File: config.mk
export PLATFORM = sky130hd
export DESIGN_NAME = mac_tx_arb
export DESIGN_NICKNAME = d
export VERILOG_FILES = /design/src/rtl/mac_tx_arb.sv
export SDC_FILE = /design/constraint.sdc
export NUM_CORES = 1
export LEC_CHECK = 0
export BUFFER_PORTS_ARGS = -buffer_cell sky130_fd_sc_hd__buf_4
export CORE_MARGIN = 3
export CORE_UTILIZATION = 51
export CTS_CLUSTER_DIAMETER = 150
export DETAILED_ROUTE_END_ITERATION = 10
export PLACE_DENSITY = 0.75
export SLEW_MARGIN = 20
export SYNTH_ARGS = -nofsm -noshare
export SYNTH_HDL_FRONTEND = slang
export SYNTH_SLANG_ARGS = --single-unit
File: constraint.sdc
create_clock -name clk -period 2.11 [get_ports clk]
set_input_delay 0.211 -clock clk [delete_from_list [all_inputs] [get_ports clk]]
set_output_delay 0.211 -clock clk [all_outputs]
set_load 0.05 [all_outputs]
File: src/rtl/mac_tx_arb.sv
// mac_tx_arb: two-requester round-robin arbiter feeding a MAC TX byte stream
// Ports: clk, rst (sync, active-high); req_i[1:0] frame requests; gnt_o[1:0] one-hot grant;
//   s0_*/s1_* requester byte streams (data, valid, sof, eof);
//   mac_tx_data/valid/sof/eof registered stream to the MAC (no backpressure);
//   busy_o high outside IDLE; underrun_o one-cycle pulse when valid drops mid-frame.
// Build option: define MAC_TX_ARB_PAD_EN to zero-pad frames shorter than 60 bytes.
module mac_tx_arb #(
    parameter int IFG_CYCLES  = 12,
    parameter int GNT_TIMEOUT = 16
) (
    input  logic       clk,
    input  logic       rst,
    input  logic [1:0] req_i,
    output logic [1:0] gnt_o,
    input  logic [7:0] s0_data,
    input  logic       s0_valid,
    input  logic       s0_sof,
    input  logic       s0_eof,
    input  logic [7:0] s1_data,
    input  logic       s1_valid,
    input  logic       s1_sof,
    input  logic       s1_eof,
    output logic [7:0] mac_tx_data,
    output logic       mac_tx_valid,
    output logic       mac_tx_sof,
    output logic       mac_tx_eof,
    output logic       busy_o,
    output logic       underrun_o
);
    localparam int IW = $clog2(IFG_CYCLES + 2);
    localparam int TW = $clog2(GNT_TIMEOUT + 1);

`ifdef MAC_TX_ARB_PAD_EN
    typedef enum logic [2:0] {IDLE, GRANT, XFER, PAD, IFG} state_t;
`else
    typedef enum logic [2:0] {IDLE, GRANT, XFER, IFG} state_t;
`endif

    state_t      state;
    logic        rr;
    logic [TW-1:0] tmo;
    logic [IW-1:0] ifg_cnt;
    logic [10:0] byte_cnt, cnt_inc, cnt_next;
    logic [7:0]  sd;
    logic        sv, ss, se, win, pad_go;

    always_comb begin
        sv       = gnt_o[1] ? s1_valid : s0_valid;
        ss       = gnt_o[1] ? s1_sof : s0_sof;
        se       = gnt_o[1] ? s1_eof : s0_eof;
        sd       = gnt_o[1] ? s1_data : s0_data;
        // rr names the requester that wins a tie
        win      = &req_i ? rr : req_i[1];
        cnt_inc  = &byte_cnt ? byte_cnt : byte_cnt + 11'd1;
        cnt_next = (state == GRANT) ? 11'd1 : cnt_inc;
`ifdef MAC_TX_ARB_PAD_EN
        pad_go   = cnt_next < 11'd60;
`else
        pad_go   = 1'b0;
`endif
    end

    assign busy_o = state != IDLE;

    always_ff @(posedge clk) begin
        if (rst) begin
            state        <= IDLE;
            gnt_o        <= '0;
            rr           <= 1'b0;
            tmo          <= '0;
            ifg_cnt      <= '0;
            byte_cnt     <= '0;
            mac_tx_data  <= '0;
            mac_tx_valid <= 1'b0;
            mac_tx_sof   <= 1'b0;
            mac_tx_eof   <= 1'b0;
            underrun_o   <= 1'b0;
        end else begin
            mac_tx_valid <= 1'b0;
            mac_tx_sof   <= 1'b0;
            mac_tx_eof   <= 1'b0;
            underrun_o   <= 1'b0;
            case (state)
                IDLE: if (|req_i) begin
                    gnt_o <= win ? 2'b10 : 2'b01;
                    rr    <= ~win;
                    tmo   <= '0;
                    state <= GRANT;
                end
                GRANT, XFER: begin
                    if (state == GRANT && !(sv && ss)) begin
                        if (tmo == TW'(GNT_TIMEOUT - 1)) begin
                            gnt_o <= '0;
                            state <= IDLE;
                        end else
                            tmo <= tmo + 1'b1;
                    end else if (!sv) begin
                        // the last real byte left one cycle ago, so the gap count starts at 1
                        underrun_o <= 1'b1;
                        gnt_o      <= '0;
                        ifg_cnt    <= IW'(1);
                        state      <= IFG;
                    end else begin
                        mac_tx_data  <= sd;
                        mac_tx_valid <= 1'b1;
                        mac_tx_sof   <= state == GRANT;
                        mac_tx_eof   <= se && !pad_go;
                        byte_cnt     <= cnt_next;
                        if (se) begin
                            gnt_o   <= '0;
                            ifg_cnt <= '0;
`ifdef MAC_TX_ARB_PAD_EN
                            state   <= pad_go ? PAD : IFG;
`else
                            state   <= IFG;
`endif
                        end else
                            state <= XFER;
                    end
                end
`ifdef MAC_TX_ARB_PAD_EN
                PAD: begin
                    mac_tx_data  <= '0;
                    mac_tx_valid <= 1'b1;
                    mac_tx_eof   <= byte_cnt == 11'd59;
                    byte_cnt     <= cnt_inc;
                    if (byte_cnt == 11'd59) begin
                        ifg_cnt <= '0;
                        state   <= IFG;
                    end
                end
`endif
                IFG: if (ifg_cnt == IW'(IFG_CYCLES))
                    state <= IDLE;
                else
                    ifg_cnt <= ifg_cnt + 1'b1;
                default: state <= IDLE;
            endcase
        end
    end
endmodule
* Word level (Yosys, flattened, before mapping) *
Index checks and enable logic that the tools add are counted.

word-level totals
  memories kept = 0
  latch bits = 0
  bits in read-only memories = 0
  register bits after elaboration = 27
  bits of input ports = 26
  memory bits (writable) = 0

operators by class
  $lt $le $gt $ge = 0
  shifts and indexed selects = 0
  add/subtract/negate cells = 2
  bitwise gates (word level) = 4
  $mul = 0
  equality and inequality tests = 14
  mux-type cells = 30
  div/mod/pow operators = 0
  reduce and logical (&&, ||, !) cells = 18

operators by type and width
  cell                                            number
  2-to-1 mux 4 bit                                4
  2-to-1 mux 5 bit                                3
  2-to-1 mux 2 bit                                6
  2-to-1 mux 3 bit                                4
  != test 2 bit (second input constant)           6
  AND reduction 4 bit                             3
  case mux 5 bit (2 select lines)                 1
  case mux 3 bit (3 select lines)                 1
  2-to-1 mux 1 bit                                8
  2-to-1 mux 8 bit                                1
  case mux 4 bit (2 select lines)                 1
  == test 3 x 2 -> 1 bit (second input constant)  2
  != test 3 bit (second input constant)           2
  AND reduction 3 bit                             2
  adder 5 x 1 -> 5 bit (second input constant)    1
  == test 5 x 4 -> 1 bit (second input constant)  1
  adder 4 x 1 -> 4 bit (second input constant)    1
  == test 4 bit (second input constant)           1
  != test 4 bit (second input constant)           1
  inverter 1 bit                                  4
  case mux 2 bit (2 select lines)                 1
  AND reduction 2 bit                             2
  nonzero test 2 bit                              2
  OR reduction 2 bit                              2
  7 further kinds                                 8

* Logic depth before layout (Yosys ltp) *
  depth after elaboration = 6
  mapped depth = 8
  mapped depth without buffers = 8

* Worst setup path after synthesis *
Ideal clock, no wire load.

  path type = reg2reg
  start = register gnt_o[1]
  end = register ifg_cnt[2]
  library setup time = 0.115 ns
  cell stages (with the launch flop) = 7
  arrival time = 1.865 ns
  path slack = 0.131 ns
  path through = dfxtp_1 > buf_4 > and3b_4 > or3_4 > a21oi_4 > nor4_1 > o21a_1

between the ends
  longest elaborated chain between the ends = 6
  elaborated cells on any way between the ends = 12
  those cells by class = eq/ne (2); mux (6); reduce/logical (4)

ends and longest elaborated chain
  element                                     line    RTL
  start: declaration                          14      output logic [1:0] gnt_o,
  start signal: assignment                    85      gnt_o <= win ? 2'b10 : 2'b01;
  2-to-1 mux 1 bit, on equally long branches  48, 49
  logical AND 1 bit                           91      if (state == GRANT && !(sv && ss)) begin
  logical NOT 1 bit                           91
  logical AND 1 bit                           91
  != test 2 bit (no line)                     n/a
  AND reduction 4 bit (no line)               n/a
  end signal: assignment                      136     ifg_cnt <= ifg_cnt + 1'b1;
  end: declaration                            42      logic [IW-1:0] ifg_cnt;

Parallel ways exist; a longest one is shown, timed or not. The select of a mux whose other input is x is not followed.
A chain may end at the register's enable or synchronous reset.

* Worst setup path after layout *
  start = register tmo[0]
  end = register tmo[3]

between the ends
  longest elaborated chain between the ends = 4
  elaborated cells on any way between the ends = 7
  those cells by class = add/sub (1); eq/ne (2); mux (3); reduce/logical (1)

ends and longest elaborated chain
  element                          line  RTL
  start: declaration               41    logic [TW-1:0] tmo;
  start signal: assignment         96    tmo <= tmo + 1'b1;
  adder 5 x 1 -> 5 bit             96
  2-to-1 mux 5 bit                 92    if (tmo == TW'(GNT_TIMEOUT - 1)) begin
  2-to-1 mux 5 bit                 91
  case mux 5 bit (2 select lines)  83    case (state)

Parallel ways exist; a longest one is shown, timed or not. The select of a mux whose other input is x is not followed.

==> impl_metrics.json <==
{
  "io_pins": 41,
  "setup_viol": 0,
  "grt_overflow": 0,
  "yosys.area.top_type": "dfxtp_1",
  "route.detailed.drc": 0,
  "powerDensity_nw_per_um2": 1370,
  "irDropWorstVdd_v": 0.00108,
  "grt_use_met1_pct": 24.8,
  "rr_worst_depth": 8,
  "final_util_pct": 70.7,
  "synth_nets": 192,
  "crit_fanout": 4,
  "postLayoutCellArea_um2": 1800,
  "hold_end": "rr$_SDFFE_PP0P_",
  "dieArea_um2": 3400,
  "ant_nets": 0,
  "numCtsBuffers": 3,
  "power_frac_comb_pct": 61.5,
  "start_kind": "register",
  "p_clk_share_pct": 10.2,
  "grt_use_met3_pct": 2.41,
  "clock-sinks": 26,
  "port_buffers": 40,
  "slowest_stage": "dfxtp_2",
  "syn_area_um2": 1400,
  "p_sw_mw": 1.18,
  "avgSynthCellArea_um2": 8.85,
  "clkTransAtPathRegs_ns": 0.14,
  "outcome": "finished clean",
  "arrival_ns": 2.28,
  "first_pass_iters": 4,
  "maxCapViolCount": 0,
  "grt_max_degree": 23,
  "final_layout_size_suffix_gt1_share_pct": 30.3,
  "ys_types": 43,
  "busiest_layer": "met2",
  "slew_headroom_pct": 72.8,
  "setup-tns-final_ns": 0,
  "yosys_warnings": 0,
  "synth_top_cell_area_share_pct": 37.2,
  "power.total_mw": 2.47,
  "hold_violations": 0,
  "required_ns": 2.36,
  "hp-class": "in -> reg",
  "min_period_ns": 2.03,
  "core_um2": 2540,
  "ys_seq_area_share_pct": 37.2,
  "p_int_mw": 1.29,
  "syn2layout_area_growth_pct": 28.7,
  "timing.fmax_ghz": 0.493,
  "async_reset_ff_share_pct": 0,
  "cp_cell_sequence": "ha_1, and3_1, ha_1, nand3b_1, or3_1, nor2_2, nand2_2, o31ai_1",
  "drv_slew": 0,
  "wl_per_cell_um": 14.0,
  "cts_tree": "yes",
  "reg2reg_from": "tmo[0]$_SDFFE_PP0P_",
  "r2r_setup_slack_ns": 0.08,
  "grt.total_usage_pct": 20.0,
  "clock_skew_ns": 0.00619,
  "cts_hold_buf": 0,
  "cts_root_buffer": "clkbuf_4",
  "placed_cells": 224,
  "fp.dieW_um": 58.4,
  "worstHoldStart": "req_i[1]",
  "fin_crit_sh_pct": 96.2,
  "rsz0062_at_grt": "false",
  "tightest_slew_ns": 0.396,
  "cts-htree-levels": 1,
  "use_met2_pct": 35.6,
  "synth_seq_cells": 26,
  "path_class": "reg -> reg",
  "synth-main-ff-cell": "dfxtp_1",
  "max_stage_delay_ns": 0.36,
  "p_sw_share_pct": 47.9,
  "p_seq_share_pct": 28.3,
  "synth_cells": 158,
  "finalNetCount": 236,
  "p_leak_nw": 0.726,
  "clk_latency_ns": 0.32,
  "gp_congestion": 0.805,
  "synth-edff-count": 0,
  "grt_pass1_wl_mm": 5.38,
  "fp.dieH_um": 58.4,
  "num_rows": 18,
  "placed_area_um2": 1720,
  "hold_depth": 2,
  "grt_antenna_before_repair": 0,
  "fill_cells": 199,
  "cts.path.max_buffers": 2,
  "start_util_pct": 54.9,
  "n_antenna_cell": 0,
  "crit_top_cell": "ha_1",
  "synth_area_leaders": "dfxtp_1 37%, ha_1 7.2%, mux2i_1 7.2%",
  "wirelength_mm": 3.24,
  "viasPerCell": 5.68,
  "worstSetupEndpointType": "register",
  "vias": 1312,
  "reg2reg_to": "tmo[3]$_SDFFE_PP0P_",
  "first_global_vias": 1269,
  "dp_hpwl_mm": 2.46,
  "fin_cells": 231,
  "drt_iter0_drc": 39
}
==> through the flow <==
step                hold WS, ns  setup slack [ns]
floorplan                 0.330             0.131
global placement          0.443             0.167
detailed placement        0.455            0.0948
CTS                       0.102            0.0736
global route              0.109            0.0163
finish                    0.120            0.0799
==> worst max-delay path, delay by kind of cell, from the launching register on <==
family	cells	cell delay, ns
simple gates	5	0.99
fa+ha+maj	2	0.42
compound gates	1	0.19
flops	1	0.36
==> worst max-delay path by stage <==
stage / start / to / slack, ns
6_report: tmo[0]$_SDFFE_PP0P_ / tmo[3]$_SDFFE_PP0P_ / 0.08
5_1_grt: tmo[0]$_SDFFE_PP0P_ / tmo[3]$_SDFFE_PP0P_ / 0.02
4_1_cts: tmo[0]$_SDFFE_PP0P_ / tmo[3]$_SDFFE_PP0P_ / 0.07
3_5_place_dp: tmo[0]$_SDFFE_PP0P_ / tmo[3]$_SDFFE_PP0P_ / 0.09
3_3_place_gp: tmo[0]$_SDFFE_PP0P_ / tmo[3]$_SDFFE_PP0P_ / 0.17
2_1_floorplan: gnt_o[1]$_SDFFE_PP0P_ / ifg_cnt[2]$_SDFFE_PP0P_ / 0.13
==> logic make-up after synthesis <==
| group | after synthesis | synth area share [%] |
|---|---|---|
| AOI/OAI and AO/OA | 42 | 21.8 |
| adders and majority gates | 8 | 7.16 |
| buffers and inverters | 17 | 5.28 |
| DFF | 26 | 37.2 |
| muxes | 10 | 7.16 |
| and+or+nand+nor | 55 | 21.4 |
==> cells in the mapped netlist (all sizes together) (2+ instances only) <==
master,instances
nor4,3
nor2,15
a211oi,9
and3,3
a32oi,2
o31ai,3
ha,8
o21ai,9
nand2b,3
or3,5
buf,4
clkbuf,3
inv,9
nor3,5
a21oi,11
nand2,9
nand3,6
dfxtp,26
mux2i,10
==> flip-flops by register name (all words and copies together), names as in the netlist <==
name,count
gnt_o,2
ifg_cnt,4
mac_tx_data,8
mac_tx_eof,1
mac_tx_sof,1
mac_tx_valid,1
rr,1
state,2
tmo,5
underrun_o,1
==> power by group through the flow <==
stage          Clock [mW]  Combinational, mW  Sequential (mW)
2_1_floorplan           0              0.812            0.968
3_3_place_gp            0               1.40            0.704
3_5_place_dp            0               1.44            0.709
4_1_cts             0.265               1.44            0.698
5_1_grt             0.282               1.66            0.718
6_report            0.252               1.52            0.699
==> per-layer routing <==
layer / up-vias / part of all wire [%]
met4: 0 / 1.4
met2: 32 / 52
met5: - / 0
li1: 661 / -
met3: 6 / 3.8
met1: 613 / 43
==> what timing repair did <==
action / 4_1_cts / 5_1_grt
resized for setup: 0 / 3
setup endpoints to repair: 0 / 8
setup buffers: 0 / 3
==> placed cells by master (no fill, tap or decap), drive strengths merged, types with 6 or more instances in the layout <==
master,Yosys,routed
nand2,9,9
ha,8,8
a211oi,9,9
nand3,6,6
nor2,15,15
o21ai,9,9
dfxtp,26,26
buf,4,46
a21oi,11,11
mux2i,10,10
inv,9,9
==> area by class of cell <==
type / instances / area, um^2 / share of cell area, %
multi-input cells: 115 / 808 / 44.9
clock buffers: 4 / 36.3 / 2.02
repair buffers: 46 / 358 / 19.9
flip-flops and latches: 26 / 522 / 29.0
inverters: 10 / 37.5 / 2.09
well taps: 30 / 37.5 / 2.09
(Power assumes the default switching activity.)
